## config.mk

```make
export PLATFORM = sky130hd
export DESIGN_NAME = uart_rx_cfg_flat
export DESIGN_NICKNAME = d
export VERILOG_FILES = /design/src/rtl/uart_rx_cfg_if.sv /design/src/rtl/uart_rx_cfg.sv /design/src/flat_wrapper.sv
export SDC_FILE = /design/constraint.sdc
export NUM_CORES = 1
export LEC_CHECK = 0
export BUFFER_PORTS_ARGS = -buffer_cell sky130_fd_sc_hd__buf_4
export CAP_MARGIN = 0
export CORE_AREA = 2 2 81 64
export CTS_CLUSTER_DIAMETER = 40
export DETAILED_ROUTE_END_ITERATION = 16
export DIE_AREA = 0 0 83 66
export GPL_TIMING_DRIVEN = 0
export PLACE_DENSITY = 0.73
export SLEW_MARGIN = 30
export SYNTH_ARGS = -nofsm -noshare
export SYNTH_HDL_FRONTEND = slang
export SYNTH_SLANG_ARGS = --single-unit
```

## constraint.sdc

```tcl
create_clock -name clock -period 5.79 [get_ports clock]
set_clock_uncertainty 0.2 [all_clocks]
set_input_delay 0.2895 -clock clock [delete_from_list [all_inputs] [get_ports clock]]
set_output_delay 0.2895 -clock clock [all_outputs]
set_load 0.02 [all_outputs]
```

## src/rtl/uart_rx_cfg_if.sv

```systemverilog
// Receiver-side bundle for uart_rx_cfg: serial line and flow control in,
// received word plus status out. The master modport is the line/consumer side.
interface uart_rx_cfg_if #(
  parameter int WIDTH = 8
);
  logic             signal;
  logic             can_receive_next_word;
  logic [WIDTH-1:0] data;
  logic             ready;
  logic             parity_error;
  logic             frame_error;
  logic             busy;

  modport master (
    output signal, can_receive_next_word,
    input  data, ready, parity_error, frame_error, busy
  );

  modport slave (
    input  signal, can_receive_next_word,
    output data, ready, parity_error, frame_error, busy
  );
endinterface

```

## src/rtl/uart_rx_cfg.sv

```systemverilog
// Configurable UART receiver: WIDTH data bits, optional even/odd parity, 1 or 2 stop bits.
// A frame whose stop bit samples low parks in a break state until the line returns high.
// Define UART_RX_MAJORITY_EN to decide every bit by 2-of-3 vote over three adjacent
// cycles; the decision then lands one cycle after the nominal sample point.
module uart_rx_cfg #(
  parameter int CLOCK_FREQ = 50000000,
  parameter int BAUD_RATE  = 115200,
  parameter int WIDTH      = 8,
  parameter int PARITY     = 0,
  parameter int STOP_BITS  = 1
) (
  input logic          clock,
  input logic          resetn,
  uart_rx_cfg_if.slave bus
);

  localparam int TPB = CLOCK_FREQ / BAUD_RATE;
  localparam int CW  = $clog2(TPB) + 1;
  localparam int IW  = $clog2(WIDTH) + 1;

  localparam logic [CW-1:0] HALF = CW'(TPB / 2);
  // Reload so that consecutive decisions are exactly TPB cycles apart.
`ifdef UART_RX_MAJORITY_EN
  localparam logic [CW-1:0] RELOAD = CW'(TPB - 2);
`else
  localparam logic [CW-1:0] RELOAD = CW'(TPB - 1);
`endif
  localparam logic [IW-1:0] LAST_DATA = IW'(WIDTH - 1);
  localparam logic [IW-1:0] LAST_STOP = IW'(STOP_BITS - 1);

  typedef enum logic [2:0] {
    StIdle, StStart, StData, StParity, StStop, StBreak
  } state_e;

  state_e           state;
  logic             sync_a, line;
  logic [CW-1:0]    cnt;
  logic [IW-1:0]    idx;
  logic [WIDTH-1:0] shreg;
  logic             perr_acc, ferr_acc;
  logic [WIDTH-1:0] data_q;
  logic             ready_q, perr_q, ferr_q, busy_q;
  logic             act, smp;

  // Two-flop synchronizer; resets to the idle (high) level.
  always_ff @(posedge clock) begin
    if (!resetn) begin
      sync_a <= 1'b1;
      line   <= 1'b1;
    end else begin
      sync_a <= bus.signal;
      line   <= sync_a;
    end
  end

`ifdef UART_RX_MAJORITY_EN
  logic hist1, hist2, pend, counting;

  assign counting = (state == StStart) || (state == StData) ||
                    (state == StParity) || (state == StStop);
  assign act = pend;
  // hist2/hist1/line hold the samples at action-1, action, action+1.
  assign smp = (hist2 & hist1) | (hist2 & line) | (hist1 & line);

  // Sample history and the one-cycle deferral of each decision.
  always_ff @(posedge clock) begin
    if (!resetn) begin
      hist1 <= 1'b1;
      hist2 <= 1'b1;
      pend  <= 1'b0;
    end else begin
      hist1 <= line;
      hist2 <= hist1;
      pend  <= counting && (cnt == '0) && !pend;
    end
  end
`else
  assign act = (cnt == '0);
  assign smp = line;
`endif

  // Frame FSM with registered outputs.
  always_ff @(posedge clock) begin
    if (!resetn) begin
      state    <= StIdle;
      cnt      <= '0;
      idx      <= '0;
      shreg    <= '0;
      perr_acc <= 1'b0;
      ferr_acc <= 1'b0;
      data_q   <= '0;
      ready_q  <= 1'b0;
      perr_q   <= 1'b0;
      ferr_q   <= 1'b0;
      busy_q   <= 1'b0;
    end else begin
      ready_q <= 1'b0;
      perr_q  <= 1'b0;
      ferr_q  <= 1'b0;
      unique case (state)
        StIdle: begin
          if (!line && bus.can_receive_next_word) begin
            state  <= StStart;
            cnt    <= HALF;
            busy_q <= 1'b1;
          end
        end
        StStart: begin
          if (act) begin
            if (!smp) begin
              state    <= StData;
              cnt      <= RELOAD;
              idx      <= '0;
              perr_acc <= 1'b0;
              ferr_acc <= 1'b0;
            end else begin
              state  <= StIdle;
              busy_q <= 1'b0;
            end
          end else if (cnt != '0) begin
            cnt <= cnt - CW'(1);
          end
        end
        StData: begin
          if (act) begin
            shreg <= {smp, shreg[WIDTH-1:1]};
            cnt   <= RELOAD;
            if (idx == LAST_DATA) begin
              idx   <= '0;
              state <= (PARITY != 0) ? StParity : StStop;
            end else begin
              idx <= idx + IW'(1);
            end
          end else if (cnt != '0) begin
            cnt <= cnt - CW'(1);
          end
        end
        StParity: begin
          if (act) begin
            // Even: total ones must be even; odd: total ones must be odd.
            perr_acc <= (^shreg) ^ smp ^ (PARITY == 2);
            cnt      <= RELOAD;
            state    <= StStop;
          end else if (cnt != '0) begin
            cnt <= cnt - CW'(1);
          end
        end
        StStop: begin
          if (act) begin
            if (idx == LAST_STOP) begin
              data_q  <= shreg;
              ready_q <= 1'b1;
              perr_q  <= perr_acc;
              ferr_q  <= ferr_acc | ~smp;
              if (ferr_acc || !smp) begin
                state <= StBreak;
              end else begin
                state  <= StIdle;
                busy_q <= 1'b0;
              end
            end else begin
              idx      <= idx + IW'(1);
              cnt      <= RELOAD;
              ferr_acc <= ferr_acc | ~smp;
            end
          end else if (cnt != '0) begin
            cnt <= cnt - CW'(1);
          end
        end
        StBreak: begin
          if (line) begin
            state  <= StIdle;
            busy_q <= 1'b0;
          end
        end
        default: begin
          state  <= StIdle;
          busy_q <= 1'b0;
        end
      endcase
    end
  end

  assign bus.data         = data_q;
  assign bus.ready        = ready_q;
  assign bus.parity_error = perr_q;
  assign bus.frame_error  = ferr_q;
  assign bus.busy         = busy_q;

endmodule

```

## src/flat_wrapper.sv

```systemverilog
// flat-port wrapper written by rule: the top's interface ports become plain ports
module uart_rx_cfg_flat 
#(
  parameter int CLOCK_FREQ = 50000000,
  parameter int BAUD_RATE  = 115200,
  parameter int WIDTH      = 8,
  parameter int PARITY     = 0,
  parameter int STOP_BITS  = 1
)
  (clock, resetn, bus_signal, bus_can_receive_next_word, bus_data, bus_ready, bus_parity_error, bus_frame_error, bus_busy);
  uart_rx_cfg_if #(.WIDTH(WIDTH)) bus_i ();
  input logic clock;
  input logic resetn;
  input wire logic [$bits(bus_i.signal)-1:0] bus_signal;
  input wire logic [$bits(bus_i.can_receive_next_word)-1:0] bus_can_receive_next_word;
  output wire logic [$bits(bus_i.data)-1:0] bus_data;
  output wire logic [$bits(bus_i.ready)-1:0] bus_ready;
  output wire logic [$bits(bus_i.parity_error)-1:0] bus_parity_error;
  output wire logic [$bits(bus_i.frame_error)-1:0] bus_frame_error;
  output wire logic [$bits(bus_i.busy)-1:0] bus_busy;
  assign bus_i.signal = bus_signal;
  assign bus_i.can_receive_next_word = bus_can_receive_next_word;
  assign bus_data = bus_i.data;
  assign bus_ready = bus_i.ready;
  assign bus_parity_error = bus_i.parity_error;
  assign bus_frame_error = bus_i.frame_error;
  assign bus_busy = bus_i.busy;
  uart_rx_cfg #(.CLOCK_FREQ(CLOCK_FREQ), .BAUD_RATE(BAUD_RATE), .WIDTH(WIDTH), .PARITY(PARITY), .STOP_BITS(STOP_BITS)) u_core (.clock(clock), .resetn(resetn), .bus(bus_i));
endmodule
```

==> Yosys cells after proc, flatten, opt, wreduce, memory -nomap -nowiden <==
Index checks and enable logic that the tools add are counted.
{ "word_totals": {"output_inout_bits": 12, "reg_bits": 41, "word_cells": 102, "inputBits": 4} }
{ "op_classes": {"muxes": 41, "eq_ne": 19, "n_reduce_logical": 23, "bitwise_logic": 4, "add_sub_neg": 2} }
{ "op_table": {"columns": ["cell", "n"], "rows": [
  ["10-bit 2-to-1 mux", 7],
  ["10-bit one-hot mux with 4 select lines", 1],
  ["3-bit 2-to-1 mux", 9],
  ["4-bit 2-to-1 mux", 6],
  ["3-bit one-hot mux with 6 select lines", 1],
  ["2-bit by 1-bit != test with 1-bit output (second input constant)", 8],
  ["1-bit 2-to-1 mux", 12],
  ["4-bit one-hot mux with 3 select lines", 1],
  ["4-bit AND reduction", 3],
  ["6-bit AND reduction", 2],
  ["10-bit logical NOT", 1],
  ["10-bit nonzero test", 1],
  ["10-bit by 1-bit subtractor with 10-bit output (second input constant)", 1],
  ["8-bit AND reduction", 1],
  ["8-bit XOR reduction", 1],
  ["3-bit by 2-bit == test with 1-bit output (second input constant)", 2],
  ["3-bit == test (second input constant)", 2],
  ["2-bit != test (second input constant)", 3],
  ["3-bit != test (second input constant)", 2],
  ["3-bit AND reduction", 2],
  ["1-bit one-hot mux with 5 select lines", 1],
  ["5-bit AND reduction", 1],
  ["4-bit by 1-bit adder with 4-bit output (second input constant)", 1],
  ["4-bit by 3-bit == test with 1-bit output (second input constant)", 1],
  ["16 further kinds", 19]
]} }

==> Logic depth before layout (Yosys ltp) <==
{ "logic_depth": {"word_depth": 6, "mapped_depth": 8, "depth_no_buf": 7} }

==> Worst setup path after synthesis <==
No wires, ideal clock.
{ "synth_path": {"path_kind": "register to register", "start": "register u_core.cnt[0]", "end": "register u_core.cnt[4]", "arrival_ps": 2000, "setup_time_ps": 115, "period_less_slack_ps": 2315, "t_required_ps": 5475, "path_stages_with_launch": 9, "path_buffers": 1, "path_slack_ps": 3475, "path_cell_list": "dfxtp_1 -> inv_1 -> ha_1 -> or4b_4 -> or3_4 -> buf_6 -> o21ai_0 -> nor2_1 -> o21a_1"} }
{ "synth_via": {"elab_chain_cells": 4, "word_cells_on_any_way": 11, "classes_between": "1 x add/sub; 2 x eq/ne; 5 x mux; 3 x reduce/logical"} }
{ "synth_rtl": {"columns": ["element", "line_no", "text"], "rows": [
  ["from (decl)", "uart_rx_cfg.sv:37", "logic [CW-1:0] cnt;"],
  ["from (signal assigned)", "uart_rx_cfg.sv:121", "cnt <= cnt - CW'(1);"],
  ["from (signal assigned)", "uart_rx_cfg.sv:135", "cnt <= cnt - CW'(1);"],
  ["from (signal assigned)", "uart_rx_cfg.sv:145", "cnt <= cnt - CW'(1);"],
  ["10-bit by 1-bit subtractor with 10-bit output / 10-bit nonzero test (equally long branches)", null, null],
  ["10-bit 2-to-1 mux", null, null],
  ["10-bit 2-to-1 mux (on tied branches)", "uart_rx_cfg.sv:149, uart_rx_cfg.sv:109, uart_rx_cfg.sv:125", null],
  ["10-bit one-hot mux with 4 select lines", "uart_rx_cfg.sv:100", "unique case (state)"]
]} }
Several ways; a longest one is shown, not always the timed one.
A chain may end at the register's enable or synchronous reset.

==> Worst setup path after layout <==
{ "layout_path": {"start": "register u_core.cnt[0]", "end": "register u_core.shreg[5]"} }
{ "layout_via": {"elab_chain_cells": 2} }
{ "layout_rtl": {"columns": ["element", "line_no", "text"], "rows": [
  ["10-bit logical NOT", "uart_rx_cfg.sv:78", "assign act = (cnt == '0);"],
  ["2-bit AND reduction (no line)", null, null],
  ["to (signal assigned)", "uart_rx_cfg.sv:126", "shreg <= {smp, shreg[WIDTH-1:1]};"],
  ["to (decl)", "uart_rx_cfg.sv:39", "logic [WIDTH-1:0] shreg;"]
]} }
No other way between the ends.

==> impl_metrics.json <==
{
  "syn_nets": 265,
  "max_stage_delay_ps": 490,
  "synth_seq_cells": 41,
  "min_path_type": "in2reg",
  "viasPerCell": 5.578,
  "critPathKind": "reg2reg",
  "initial_core_util_pct": 47.69,
  "rrSetupSlack_ps": 3190,
  "fin_crit_ps": 2602,
  "grt_overflow": 0,
  "final_hold_viol_count": 0,
  "cts_tree": "built",
  "drt_pass1_iterations": 6,
  "clk_pin_slew_ps": 80,
  "syn_to_final_growth_pct": 14.44,
  "cp.buffers_inverters": 2,
  "yosys_warnings": 0,
  "powerDensity_nw_per_um2": 488.7,
  "clkLatencyLatePin_ps": 300,
  "crit_fanout": 10,
  "wire_per_inst_um": 14.40,
  "fin_util_pct": 54.57,
  "portBuffers": 14,
  "core-area_um2": 4707,
  "dpl.hpwl_mm": 3.423,
  "die_area_um2": 5478,
  "cp_slowest_cell": "or4b_4",
  "instances_no_fill": 341,
  "worst_ep_required_time_ps": 5790,
  "grt_max_degree": 14,
  "finalWirelength_mm": 4.909,
  "cts_buffers": 5,
  "cp.arrival_ps": 2600,
  "drive_above_1_share_pct": 13.52,
  "cts_max_level": 2,
  "syn_inst": 258,
  "ant_nets": 0,
  "placementRows": 22,
  "startpoint_type": "flip-flop",
  "crit_path_end_kind": "flip-flop",
  "num-nets-final": 287,
  "synth_most_common_cell": "dfxtp_1",
  "die_w_um": 83,
  "path_cells": "inv_1 -> ha_1 -> or4b_4 -> buf_6 -> nor3_4 -> nand3_1 -> mux2i_1 -> nor2b_1",
  "gp_congestion": 0.8756,
  "grt_pass1_wl_mm": 8.224,
  "synth.top_cells.by_count": "dfxtp_1 (41), nand2_1 (29), nor2_1 (16), o21ai_0 (16), nor2b_1 (15)",
  "die_h_um": 66,
  "drt_first_iter_violations": 230,
  "netlist_area_um2": 2245,
  "num_antenna_cells": 0,
  "synth-async-reset-ratio_pct": 0,
  "ios": 16,
  "drv_cap": 0,
  "synth_top_area_share_pct": 36.57,
  "synthTopCellsByArea": "dfxtp_1 (37%), mux2i_1 (4.9%), nand2_1 (4.8%), nor2b_1 (4.2%), o21ai_0 (3.6%)",
  "tightest_slew_ps": 685.6,
  "slew_viol_final": 0,
  "status": "completed",
  "clock.fmax_ghz": 0.3844,
  "cts-resized-gates": 0,
  "tns_ps": 0,
  "yosys.area.top_type": "dfxtp_1",
  "via_count": 1902,
  "ys_seq_area_share_pct": 36.57,
  "antenna_found_initial": 0,
  "fill_cells": 425,
  "post_cts_buffers": 0,
  "grt_setup_unrepaired": "false",
  "cts.sinks": 41,
  "ir_drop_v": 0.0004166,
  "synth_edf_count": 0,
  "first_global_vias": 1693,
  "synthFlopType": "dfxtp_1",
  "finalCritPeriodShare_pct": 44.93,
  "slew_headroom_pct": 54.19,
  "syn_area_per_cell_um2": 8.700,
  "clk_root_buffer_cell": "clkbuf_8",
  "cts_hold_buf": 1,
  "grt_usage_pct": 19.07,
  "path_delay_family": "simple AND/OR/NAND/NOR gates",
  "p_leak_nw": 0.9547,
  "dp_cells": 332,
  "clockBufferDepth": 2,
  "drc_errors": 0,
  "yosysUniqueCellTypes": 55,
  "setup_violations": 0
}
## placed cells by master, fill, tap and decap left out, types with 10 or more instances in the layout
cell      instances
dfxtp_1          41
o21ai_0          16
nor2b_1          15
mux2i_1          11
clkbuf_1         11
nor2_1           16
buf_4            14
nand2_1          29
nand3_1          10
## path summary, 6_finish.rpt
path            startpoint              end  cells after the start
max reg2reg  u_core.cnt[0]  u_core.shreg[5]                      8
min reg2reg  u_core.sync_a      u_core.line                      1
min                 resetn    u_core.sync_a                      2
max          u_core.cnt[0]  u_core.shreg[5]                      8
## where the power goes
group / internal, mW / switching, mW
Clock: 0.171 / 0.104
Combinational: 0.247 / 0.382
Sequential: 0.319 / 0.0325
Total: 0.737 / 0.518
## layout make-up
cell class	count	area, µm²	area share (%)
plain buffers	14	68.82	2.679
inverters	7	26.28	1.023
clock buffers	5	68.82	2.679
clock inverters	3	65.06	2.533
repair buffers	15	115.1	4.481
flip-flops and latches	41	820.8	31.95
well taps	60	75.07	2.923
multi-input cells	196	1329	51.73
## stage by stage
| stage | hold slack [ps] | power [mW] | instance area [µm²] | setup slack, ps |
|---|---|---|---|---|
| global placement | 188.0 | 0.9662 | 2425 | 3188 |
| floorplan | 186.3 | 0.8546 | 2245 | 3475 |
| finish | 154.3 | 1.255 | 2569 | 3188 |
| global route | 169.0 | 1.340 | 2569 | 3043 |
| CTS | 143.3 | 1.249 | 2569 | 3193 |
| detailed placement | 197.5 | 0.9717 | 2425 | 3211 |
## layer usage
layer	share of wire, %	vias to the layer above	track usage, %
li1	-	957	-
met1	53	881	28.94
met2	40	57	26.21
met3	5.9	7	3.745
met4	1.6	0	7.377
met5	0	-	0
## registers in the layout, summed over array words and instances (netlist names)
register / count
u_core.cnt: 10
u_core.bus.data: 8
u_core.shreg: 8
u_core.idx: 4
u_core.state: 3
u_core.bus.busy: 1
u_core.bus.frame_error: 1
u_core.bus.parity_error: 1
u_core.bus.ready: 1
u_core.ferr_acc: 1
u_core.line: 1
u_core.perr_acc: 1
u_core.sync_a: 1
## kinds of logic (layout without fill, tap and decap cells)
family / Yosys count / after routing / synth area share [%]
AO/OA/AOI/OAI: 58 / 58 / 18.90
XOR/XNOR: 9 / 9 / 4.125
adder cells (fa/ha/maj): 6 / 6 / 3.010
buffers and inverters: 21 / 44 / 4.236
flip-flops: 41 / 41 / 36.57
multiplexers: 11 / 11 / 4.905
AND/OR/NAND/NOR: 112 / 112 / 28.26
Power figures use the tool's default switching activity.
